[config.mk]
export PLATFORM = sky130hd
export DESIGN_NAME = bsg_dram_cmd_scheduler
export DESIGN_NICKNAME = d
export VERILOG_FILES = /design/src/rtl/bsg_dram_cmd_scheduler.sv
export SDC_FILE = /design/constraint.sdc
export NUM_CORES = 1
export LEC_CHECK = 0
export CORE_ASPECT_RATIO = 0.75
export CORE_MARGIN = 8
export CORE_UTILIZATION = 41
export CTS_CLUSTER_SIZE = 25
export DETAILED_ROUTE_END_ITERATION = 10
export PLACE_DENSITY = 0.76
export RECOVER_POWER = 100
export REMOVE_ABC_BUFFERS = 1
export SETUP_SLACK_MARGIN = 0.02
export SLEW_MARGIN = 25
export SYNTH_ARGS = -nofsm -noshare
export SYNTH_HDL_FRONTEND = slang
export SYNTH_SLANG_ARGS = --single-unit
[constraint.sdc]
create_clock -name clk_i -period 2 [get_ports clk_i]
set_input_delay 0.4 -clock clk_i [delete_from_list [all_inputs] [get_ports clk_i]]
set_output_delay 0.4 -clock clk_i [all_outputs]
set_load 0.03 [all_outputs]
[src/rtl/bsg_dram_cmd_scheduler.sv]
// DRAM command scheduler: issues a mode-register set after reset, then arbitrates
// read/write requests round-robin and issues ACT (on open-row miss) followed by READ/WRITE.
module bsg_dram_cmd_scheduler #(
   parameter logic [2:0] burst_len_code_p = 3'b011,
   parameter logic [2:0] cas_latency_p    = 3'b011
) (
   input  logic        clk_i,
   input  logic        reset_i,
   input  logic        rd_v_i,
   input  logic [1:0]  rd_bank_i,
   input  logic [13:0] rd_row_i,
   input  logic [10:0] rd_col_i,
   output logic        rd_ready_o,
   input  logic        wr_v_i,
   input  logic [1:0]  wr_bank_i,
   input  logic [13:0] wr_row_i,
   input  logic [10:0] wr_col_i,
   output logic        wr_ready_o,
   output logic        cmd_v_o,
   output logic [25:0] cmd_data_o,
   input  logic        cmd_ready_i,
   output logic        init_done_o
);

   typedef enum logic [1:0] {MRS, IDLE, ACT, RW} state_e;

   state_e      state_q, state_d;
   logic        init_done_q, init_done_d;
   logic        last_grant_wr_q, last_grant_wr_d;
   logic        grant_wr_q, grant_wr_d;
   logic [1:0]  req_bank_q, req_bank_d;
   logic [13:0] req_row_q, req_row_d;
   logic [10:0] req_col_q, req_col_d;
   logic        open_v_q, open_v_d;
   logic [1:0]  open_bank_q, open_bank_d;
   logic [13:0] open_row_q, open_row_d;

   logic        xfer;
   logic        req_any;
   logic        pick_wr;
   logic        hit;
   logic [1:0]  sel_bank;
   logic [13:0] sel_row;
   logic [10:0] sel_col;

   logic [2:0]  cmd_bank;
   logic [15:0] cmd_addr;
   logic [3:0]  cmd_op;
   logic        cmd_odt;

   // Reset gates the handshake combinationally so nothing is offered while held in reset.
   assign cmd_v_o     = ~reset_i & (state_q != IDLE);
   assign xfer        = cmd_v_o & cmd_ready_i;
   assign rd_ready_o  = xfer & (state_q == RW) & ~grant_wr_q;
   assign wr_ready_o  = xfer & (state_q == RW) & grant_wr_q;
   assign init_done_o = init_done_q;

   always_comb begin
      req_any  = init_done_q & (rd_v_i | wr_v_i);
      pick_wr  = wr_v_i & (~rd_v_i | ~last_grant_wr_q);
      sel_bank = pick_wr ? wr_bank_i : rd_bank_i;
      sel_row  = pick_wr ? wr_row_i  : rd_row_i;
      sel_col  = pick_wr ? wr_col_i  : rd_col_i;
      hit      = open_v_q & (open_bank_q == sel_bank) & (open_row_q == sel_row);
   end

   always_comb begin
      state_d         = state_q;
      init_done_d     = init_done_q;
      last_grant_wr_d = last_grant_wr_q;
      grant_wr_d      = grant_wr_q;
      req_bank_d      = req_bank_q;
      req_row_d       = req_row_q;
      req_col_d       = req_col_q;
      open_v_d        = open_v_q;
      open_bank_d     = open_bank_q;
      open_row_d      = open_row_q;
      case (state_q)
         MRS: begin
            if (xfer) begin
               state_d     = IDLE;
               init_done_d = 1'b1;
            end
         end
         IDLE: begin
            if (req_any) begin
               grant_wr_d = pick_wr;
               req_bank_d = sel_bank;
               req_row_d  = sel_row;
               req_col_d  = sel_col;
               state_d    = hit ? RW : ACT;
            end
         end
         ACT: begin
            if (xfer) begin
               state_d     = RW;
               open_v_d    = 1'b1;
               open_bank_d = req_bank_q;
               open_row_d  = req_row_q;
            end
         end
         RW: begin
            if (xfer) begin
               state_d         = IDLE;
               last_grant_wr_d = grant_wr_q;
            end
         end
         default: state_d = MRS;
      endcase
   end

   // Command word is built only from state and captured request registers, so it is stall-stable.
   always_comb begin
      cmd_bank = 3'b000;
      cmd_addr = 16'h0000;
      cmd_op   = 4'b1111;
      cmd_odt  = 1'b0;
      case (state_q)
         MRS: begin
            cmd_op   = 4'b0000;
            cmd_addr = {9'b0, cas_latency_p, 1'b0, burst_len_code_p};
         end
         ACT: begin
            cmd_op   = 4'b0011;
            cmd_bank = {1'b0, req_bank_q};
            cmd_addr = {2'b0, req_row_q};
         end
         RW: begin
            cmd_op   = grant_wr_q ? 4'b0100 : 4'b0101;
            cmd_bank = {1'b0, req_bank_q};
            cmd_addr = {4'b0, req_col_q[10], 1'b0, req_col_q[9:0]};
            cmd_odt  = grant_wr_q;
         end
         default: cmd_op = 4'b1111;
      endcase
      cmd_data_o = {cmd_bank, cmd_addr, 1'b1, cmd_op, 1'b1, cmd_odt};
   end

   always_ff @(posedge clk_i) begin
      if (reset_i) begin
         state_q         <= MRS;
         init_done_q     <= 1'b0;
         last_grant_wr_q <= 1'b1;
         grant_wr_q      <= 1'b0;
         req_bank_q      <= 2'b00;
         req_row_q       <= 14'h0;
         req_col_q       <= 11'h0;
         open_v_q        <= 1'b0;
         open_bank_q     <= 2'b00;
         open_row_q      <= 14'h0;
      end else begin
         state_q         <= state_d;
         init_done_q     <= init_done_d;
         last_grant_wr_q <= last_grant_wr_d;
         grant_wr_q      <= grant_wr_d;
         req_bank_q      <= req_bank_d;
         req_row_q       <= req_row_d;
         req_col_q       <= req_col_d;
         open_v_q        <= open_v_d;
         open_bank_q     <= open_bank_d;
         open_row_q      <= open_row_d;
      end
   end

endmodule

# --- Word level (Yosys, flattened, before mapping) ---
# Index checks and enable logic that the tools add are counted.
classes:
  add_sub_neg: 0
  multipliers: 0
  n_div: 0
  n_lt_le_gt_ge: 0
  eq_ne: 9
  shifts: 0
  muxes: 13
  bitwise_logic: 15
  reduce_logical: 8
ops:
  columns: ["cell", "count"]
  rows:
  - ["one-hot mux 14 bit (3 select lines)", 1]
  - ["equality test 14 bit", 1]
  - ["2-to-1 mux 14 bit", 1]
  - ["one-hot mux 4 bit (3 select lines)", 1]
  - ["2-to-1 mux 11 bit", 1]
  - ["2-to-1 mux 2 bit", 5]
  - ["bitwise AND 1 bit", 9]
  - ["AND reduction 2 bit", 4]
  - ["one-hot mux 2 bit (3 select lines)", 1]
  - ["equality test 2 bit, second input constant", 2]
  - ["!= test 2 x 1 -> 1 bit, second input constant", 2]
  - ["!= test 2 bit, second input constant", 2]
  - ["NOT 1 bit", 4]
  - ["OR reduction 2 bit", 2]
  - ["2-to-1 mux 1 bit", 3]
  - ["AND reduction 3 bit", 1]
  - ["equality test 2 x 1 -> 1 bit, second input constant", 1]
  - ["equality test 2 bit", 1]
  - ["logical NOT 2 bit", 1]
  - ["OR 1 bit", 2]
totals:
  reg_bits: 49
  latchBits: 0
  ramBits: 0
  romBits: 0
  inputBits: 59
  out_inout_bits: 30
  elab_cells: 55
  mem_count: 0

# --- Longest topological paths before layout ---
# Gate-level depths: netlist of the first run.
logic_depth:
  word_depth: 10
  mapped_depth: 9
  ltp_nobuf: 8

# --- Worst setup path before layout of the first run ---
# Ideal clock, no wire load.
synth_timing:
  path_kind: "reg-to-output"
  start: "register state_q[1]"
  end: "output wr_ready_o"
  t_arrival_ns: 1.733
  required_time_ns: 1.600
  slack_ns: -0.133
  path_stages_with_launch: 6
  n_path_buf: 0
  cell_sequence: "dfxtp_1 inv_1 ha_1 nor2b_1 nand2b_1 nor2b_1"
synth_via:
  elab_chain_cells: 5
synth_lines:
  columns: ["element", "line", "text"]
  rows:
  - ["start: declaration", "27", "state_e state_q, state_d;"]
  - ["start signal: assignment", "152", "state_q <= state_d;"]
  - ["!= test 2 x 1 -> 1 bit", "52", "assign cmd_v_o = ~reset_i & (state_q != IDLE);"]
  - ["bitwise AND 1 bit", "52", null]
  - ["bitwise AND 1 bit", "53", "assign xfer = cmd_v_o & cmd_ready_i;"]
  - ["bitwise AND 1 bit * (2 in series)", "55", "assign wr_ready_o = xfer & (state_q == RW) & grant_wr_q;"]
  - ["end: declaration", "18", "output logic wr_ready_o,"]
# Every way passes the cells marked *; elsewhere a longest branch is shown, timed or not.

# --- Worst setup path in the final report of the first run ---
layout_timing:
  start: "register state_q[0]"
  end: "output cmd_data_o[8]"
layout_via:
  elab_chain_cells: 2
layout_lines:
  columns: ["element", "line", "text"]
  rows:
  - ["equality test 2 bit / logical NOT 2 bit (equally long branches)", "118", "case (state_q)"]
  - ["one-hot mux 14 bit (3 select lines) *", "118", null]
  - ["end: declaration", "20", "output logic [25:0] cmd_data_o,"]
# Marked as above.

==> impl_results.md, run 1 <==
* Worst-case clock buffer depth at 2
* Crit path kind: flip-flop to output pin
* Top routing layer used: met4
* Die Ht at 85.5 um
* Antenna viol nets, final at 0
* Reg2reg end: open_bank_q[1]
* Wire length per cell at 17.2 um
* Synth cell types at 39
* Die area at 9290 um2
* Drt via density at 5.23
* CTS root buffer: clkbuf_8
* Share of the synthesized area in the top cell type at 0.371
* Row count at 25
* Number of remaining DRC errors at 0
* R2R Path Start: state_q[1]
* Fin nets at 481
* Die Wd at 109 um
* Max-Cap Viols at 0
* Final Hold Fails at 0
* Core Area at 6260 um2
* Hold depth at 2
* Filler instances at 527
* Worst skew pair latency at 0.30 ns
* Clk slew on worst S/H paths at 0.08 ns
* Area delta synth->final at 50.2%
* Hold/Removal Path Class: flip-flop to flip-flop
* Post-placement cell count at 486
* Post-Synthesis Cells at 317
* Post-Layout Cell Count at 499
* Register area share after synthesis at 0.371
* # clock sinks at 49
* PortBufs at 83
* Main area contributors after synthesis: dfxtp_1 37%, mux2i_1 9.9%, a211oi_1 8.0%
* Fin crit period at 1.96 ns
* WL met2 at 3970 um
* Worst path required time at 1.60 ns
* Worst setup SP type: flip-flop
* Largest net degree at the start of global routing at 32
* Flops & latches, synth at 49
* Cell taking the most area after synthesis: dfxtp_1
* Commonest non-fill, non-tap cell in the layout: clkdlybuf4s50_1
* Number of H-tree levels at 2
* Setup repair after global routing missed its margin: yes
* Cell Pwr Density at 894 nW/um2
* GRT Util Overall at 0.178
* DRT met1 WL at 3870 um
* Critical path peak fanout at 6
* Critical path arrival at 1.56 ns
* TritonRoute pass-1 iters at 4
* Via Count at 2,612
* Setup crit end kind: output pin
* Share of layout cells above drive strength 1 at 0.225
* First-pass GRT wire length at 13,300 um
* DR WL met3 at 685 um
* Syn avg cell area at 8.33 um2
* Hold EP: open_row_q[12]
* Num CTS Buffers at 5
* Worst R2R Path Depth at 8
* Drt initial violations at 103
* GPL Wtd Cong at 0.883
* Initial antenna violation count at 0
* Gr ovfl total at 0
* Max-slew violations at 0
* Total routed wirelength at 8590 um
* Least-Margin Pin Slew at 0.666 ns
* Worst VDD drop at 394 uV
* Static Leak at 1.44 nW
* Final setup vio count at 0
* Antenna cell count at 0
* Max-slew headroom at 0.556
* Peak Freq at 510 MHz
* CTS tree: done
* YS warnings at 0
* Worst R2R Setup Slack at 0.14 ns
* I/O pins at 89
* DP HPWL at 6250 um
* Most frequent cells in the layout: 55 x clkdlybuf4s50_1, 47 x dfxtp_1, 46 x nor2_1
* Power, Total at 3.55 mW
* Worst clock skew at 0.00435 ns
* Initial Util at 0.422
* Mapped cell area at 2640 um2
* Final Cycle Share at 0.981
* Number of global-route vias before repair at 2,649
* Outcome: finished clean
* Hold path start: req_row_q[12]
## Yosys cell counts (all sizes together)
cell type,n
a31o,1
nor2b,2
o221ai,2
and2,1
or2,2
nand4,1
ha,5
and3,3
o31a,1
o22ai,4
xor2,3
a21oi,23
nor4,3
inv,10
o211a,1
or4,1
nand4b,1
nand3,1
a21boi,2
a22oi,14
mux2i,27
clkbuf,14
o21ai,2
nor3b,1
nand2b,2
conb,2
nor2,47
buf,16
xnor2,11
a311o,1
o21a,2
dfxtp,49
a211oi,28
nand2,34
## final cells by class
cell class | instances | area (um2) | area share
clock buffer | 8 | 80.1 | 0.0202
inverter | 10 | 37.5 | 0.00946
multi-input combinational | 231 | 1610 | 0.406
sequential | 49 | 986 | 0.249
tap | 81 | 101 | 0.0255
timing repair buffer | 120 | 1150 | 0.290
## report_power, final
| group | switching (mW) | internal (mW) |
|---|---|---|
| clock network | 0.317 | 0.249 |
| registers | 0.0823 | 1.08 |
| logic | 1.01 | 0.815 |
## flip-flops by register name, summed over array words and instances, names as in the netlist
name	cells
open_row_q	14
req_row_q	14
req_col_q	11
open_bank_q	2
req_bank_q	2
state_q	2
grant_wr_q	1
init_done_o	1
last_grant_wr_q	1
open_v_q	1
## stage by stage
step | setup TNS, ns | util | area [um2] | hold WS (ns) | worst slack [ns]
final | 0 | 0.634 | 3970 | 0.472 | 0.0382
after global routing | -0.0117 | 0.634 | 3970 | 0.499 | -0.0117
after CTS | 0 | 0.624 | 3910 | 0.474 | 0.00497
after detailed placement | -0.586 | 0.590 | 3690 | 0.462 | -0.339
after global placement | -0.908 | 0.590 | 3690 | 0.453 | -0.285
after floorplan | -42.31 | - | 2480 | 0.435 | -1.42
## how the worst max path moves through the flow
| stage | from | endpoint | slack, ns | depth (start not counted) |
|---|---|---|---|---|
| floorplan | state_q[1] | grant_wr_q | -1.42 | 6 |
| finish | state_q[0] | cmd_data_o[8] | 0.04 | 6 |
| CTS | state_q[1] | wr_ready_o | 0.005 | 6 |
| detailed placement | wr_v_i | state_q[0] | -0.34 | 7 |
| global placement | wr_v_i | state_q[0] | -0.29 | 8 |
| global route | state_q[0] | cmd_data_o[8] | -0.01 | 6 |
## repair_timing
item | 4_1_cts | 5_1_grt
setup buffers | 0 | 3
pin swaps | 6 | 7
hold buffers | 0 | 0
gates cloned | 1 | 1
endpoints found under the setup margin | 17 | 17
gates resized for setup | 25 | 27
## layer usage
layer,GRT usage,vias up
li1,-,1297
met1,0.227,1226
met2,0.290,83
met3,0.0487,6
met4,0.0458,0
met5,0,-
## cell families (layout without fill, tap and decap cells)
kind of cell,count (synthesis),after routing,synth area share
and+or+nand+nor,99,99,0.161
adders and majority gates,5,5,0.0237
buffers and inverters,40,138,0.0791
xor gates and xnor gates,14,14,0.0464
other,2,5,0.00284
DFF,49,49,0.371
muxes,27,27,0.104
AOI/OAI and AO/OA,81,81,0.212
## worst max-delay path: stages (launching register included)
cell,delay (ns)
dfxtp_4,0.37
buf_6,0.12
ha_4,0.18
buf_6,0.14
a22oi_2,0.18
a21oi_2,0.07
clkbuf_4,0.19
No activity file was read; power rests on OpenSTA's default activity.
==> inputs of run 2 (changes only) <==
--- a/config.mk
+++ b/config.mk
@@ -8,6 +8,7 @@
 export CORE_ASPECT_RATIO = 0.75
 export CORE_MARGIN = 8
 export CORE_UTILIZATION = 41
+export CTS_CLUSTER_DIAMETER = 50
 export CTS_CLUSTER_SIZE = 25
 export DETAILED_ROUTE_END_ITERATION = 10
 export PLACE_DENSITY = 0.76
==> results of run 2 <==
No change in the layout: final DEF, timing and power equal those of run 1.
==> inputs of run 3 (changes only) <==
--- a/config.mk
+++ b/config.mk
@@ -14,7 +14,7 @@
 export PLACE_DENSITY = 0.76
 export RECOVER_POWER = 100
 export REMOVE_ABC_BUFFERS = 1
-export SETUP_SLACK_MARGIN = 0.02
+export SETUP_SLACK_MARGIN = 0.5
 export SLEW_MARGIN = 25
 export SYNTH_ARGS = -nofsm -noshare
 export SYNTH_HDL_FRONTEND = slang
==> run 3 against run 2 <==
Net effect:
- the run now ends with negative setup slack left
- clock-buffer cell count stayed put
- wire length grew 27%
- sequential power hardly changed
- design area is 17% higher
- via count rose by 15%
- critical path depth rose by 1
- power is 18% higher
- final cell count is 4.6% higher
- worst setup slack worse by 0.054 ns
- die area is the same
- global-route usage grew 3.0 points
- sequential share of layout area decreased by 3.7 points
- highest routed layer unchanged
==> impl_results.md, run 3 (synthesis gave the netlist of run 1 again) <==
* DP HPWL at 6250 um
* Largest regs: open_row_q (14), req_row_q (14), req_col_q (11)
* Clk slew on worst S/H paths at 0.09 ns
* Crit path kind: flip-flop to flip-flop
* Drt initial violations at 193
* Fin nets at 504
* Max-Cap Viols at 0
* Worst setup SP type: flip-flop
* Via Count at 3,001
* Share of layout cells above drive strength 1 at 0.431
* Die Ht at 85.5 um
* Drt via density at 5.75
* Antenna cell count at 0
* Antenna viol nets, final at 0
* Worst R2R Setup Slack at -0.02 ns
* PortBufs at 83
* Area delta synth->final at 76.4%
* Die area at 9290 um2
* Worst clock skew at 0.0103 ns
* Fin util at 0.745
* Commonest non-fill, non-tap cell in the layout: clkdlybuf4s50_1
* Peak Freq at 496 MHz
* Number of H-tree levels at 2
* Total routed wirelength at 10,900 um
* Outcome: finished, violations left
* Core Area at 6260 um2
* Worst-case clock buffer depth at 2
* Initial antenna violation count at 0
* Static Leak at 1.72 nW
* TritonRoute pass-1 iters at 5
* Row count at 25
* Comb power frac at 0.581
* Footprint of the multi-input gates at 1930 um2
* Worst R2R Path Depth at 7
* Post-Layout Cell Count at 522
* Storage element area at 987 um2
* GRT Util Overall at 0.208
* # clock sinks at 49
* GPL Wtd Cong at 0.883
* Critical path peak fanout at 5
* Largest net degree at the start of global routing at 32
* Hold EP: open_row_q[12]
* Worst VDD drop at 375 uV
* Clock power share at 0.138
* Reg2reg end: state_q[0]
* Die Wd at 109 um
* Max-slew violations at 0
* Number of remaining DRC errors at 0
* Num CTS Buffers at 5
* DP Worst Slack at -0.339 ns
* Net Sw Power at 1.70 mW
* R2R Path Start: last_grant_wr_q
* Post-placement cell count at 486
* CTS tree: done
* Filler instances at 391
* Setup repair after global routing missed its margin: yes
* Critical path arrival at 2.26 ns
* Gr ovfl total at 0
* Switch share at 0.405
* PnR worst setup slack at -0.0155 ns
* CTS root buffer: clkbuf_8
* Sequential share of power at 0.281
* Hold/Removal Path Class: flip-flop to flip-flop
* Worst path required time at 2.25 ns
* Cell Pwr Density at 898 nW/um2
* Worst skew pair latency at 0.31 ns
* Pint at 2.49 mW
* Final Cycle Share at 1.01
* First-pass GRT wire length at 15,400 um
* Hold depth at 2
* Final Hold Fails at 0
* Final setup vio count at 1
* Number of global-route vias before repair at 3,042
* Initial Util at 0.422
* # hold bufs at CTS at 0
* I/O pins at 89
* Failing checks: negative setup slack
* Most frequent cells in the layout: 55 x clkdlybuf4s50_1, 46 x dfxtp_1, 42 x buf_4
* Hold path start: req_row_q[12]
* Setup crit end kind: flip-flop
* Fin crit period at 2.02 ns
* Wire length per cell at 20.9 um
## run 3: area by class of cell
type	count	area share
timing repair buffer	142	0.326
tap	81	0.0218
multi-input combinational	232	0.415
inverter	10	0.00806
sequential	49	0.212
clock buffer	8	0.0172
## run 3: worst max path at each step
stage	from	to	depth (start not counted)
floorplan	state_q[1]	grant_wr_q	6
global placement	wr_v_i	state_q[0]	8
detailed placement	wr_v_i	state_q[0]	7
CTS	state_q[0]	wr_ready_o	7
global route	last_grant_wr_q	state_q[0]	7
finish	last_grant_wr_q	state_q[0]	7
## run 3: power groups by stage
stage / logic, mW / clock network (mW) / registers, mW
after global placement: 1.60 / 0 / 1.15
final: 2.43 / 0.578 / 1.17
after detailed placement: 1.63 / 0 / 1.15
after floorplan: 0.820 / 0 / 1.16
after CTS: 2.09 / 0.573 / 1.14
after global routing: 2.51 / 0.623 / 1.18
## run 3: stage by stage
stage	setup TNS, ns	power, mW	hold slack, ns	instance area, um2
floorplan	-42.31	1.98	0.435	2480
global placement	-0.908	2.75	0.453	3690
detailed placement	-0.586	2.78	0.462	3690
CTS	0	3.81	0.474	4350
global route	-0.101	4.31	0.509	4660
finish	-0.0155	4.18	0.482	4660
## run 3: critical path: stages (launching register included)
cell	delay, ns
dfxtp_2	0.35
a21boi_4	0.24
buf_12	0.18
mux2i_1	0.37
xnor2_1	0.15
nor4_1	0.29
o211a_1	0.23
a31o_1	0.14
## run 3: what timing repair did
item	CTS	global route
gates resized for setup	79	82
endpoints found under the setup margin	72	74
setup buffers	17	4
cloned	5	2
pin swaps	24	39
## run 3: routing by layer
metal,global-route usage,up-vias,routed length [um]
met4,0.0867,0,344
met2,0.349,164,5320
met1,0.246,1459,4320
met5,0,-,0
li1,-,1348,-
met3,0.0524,30,912
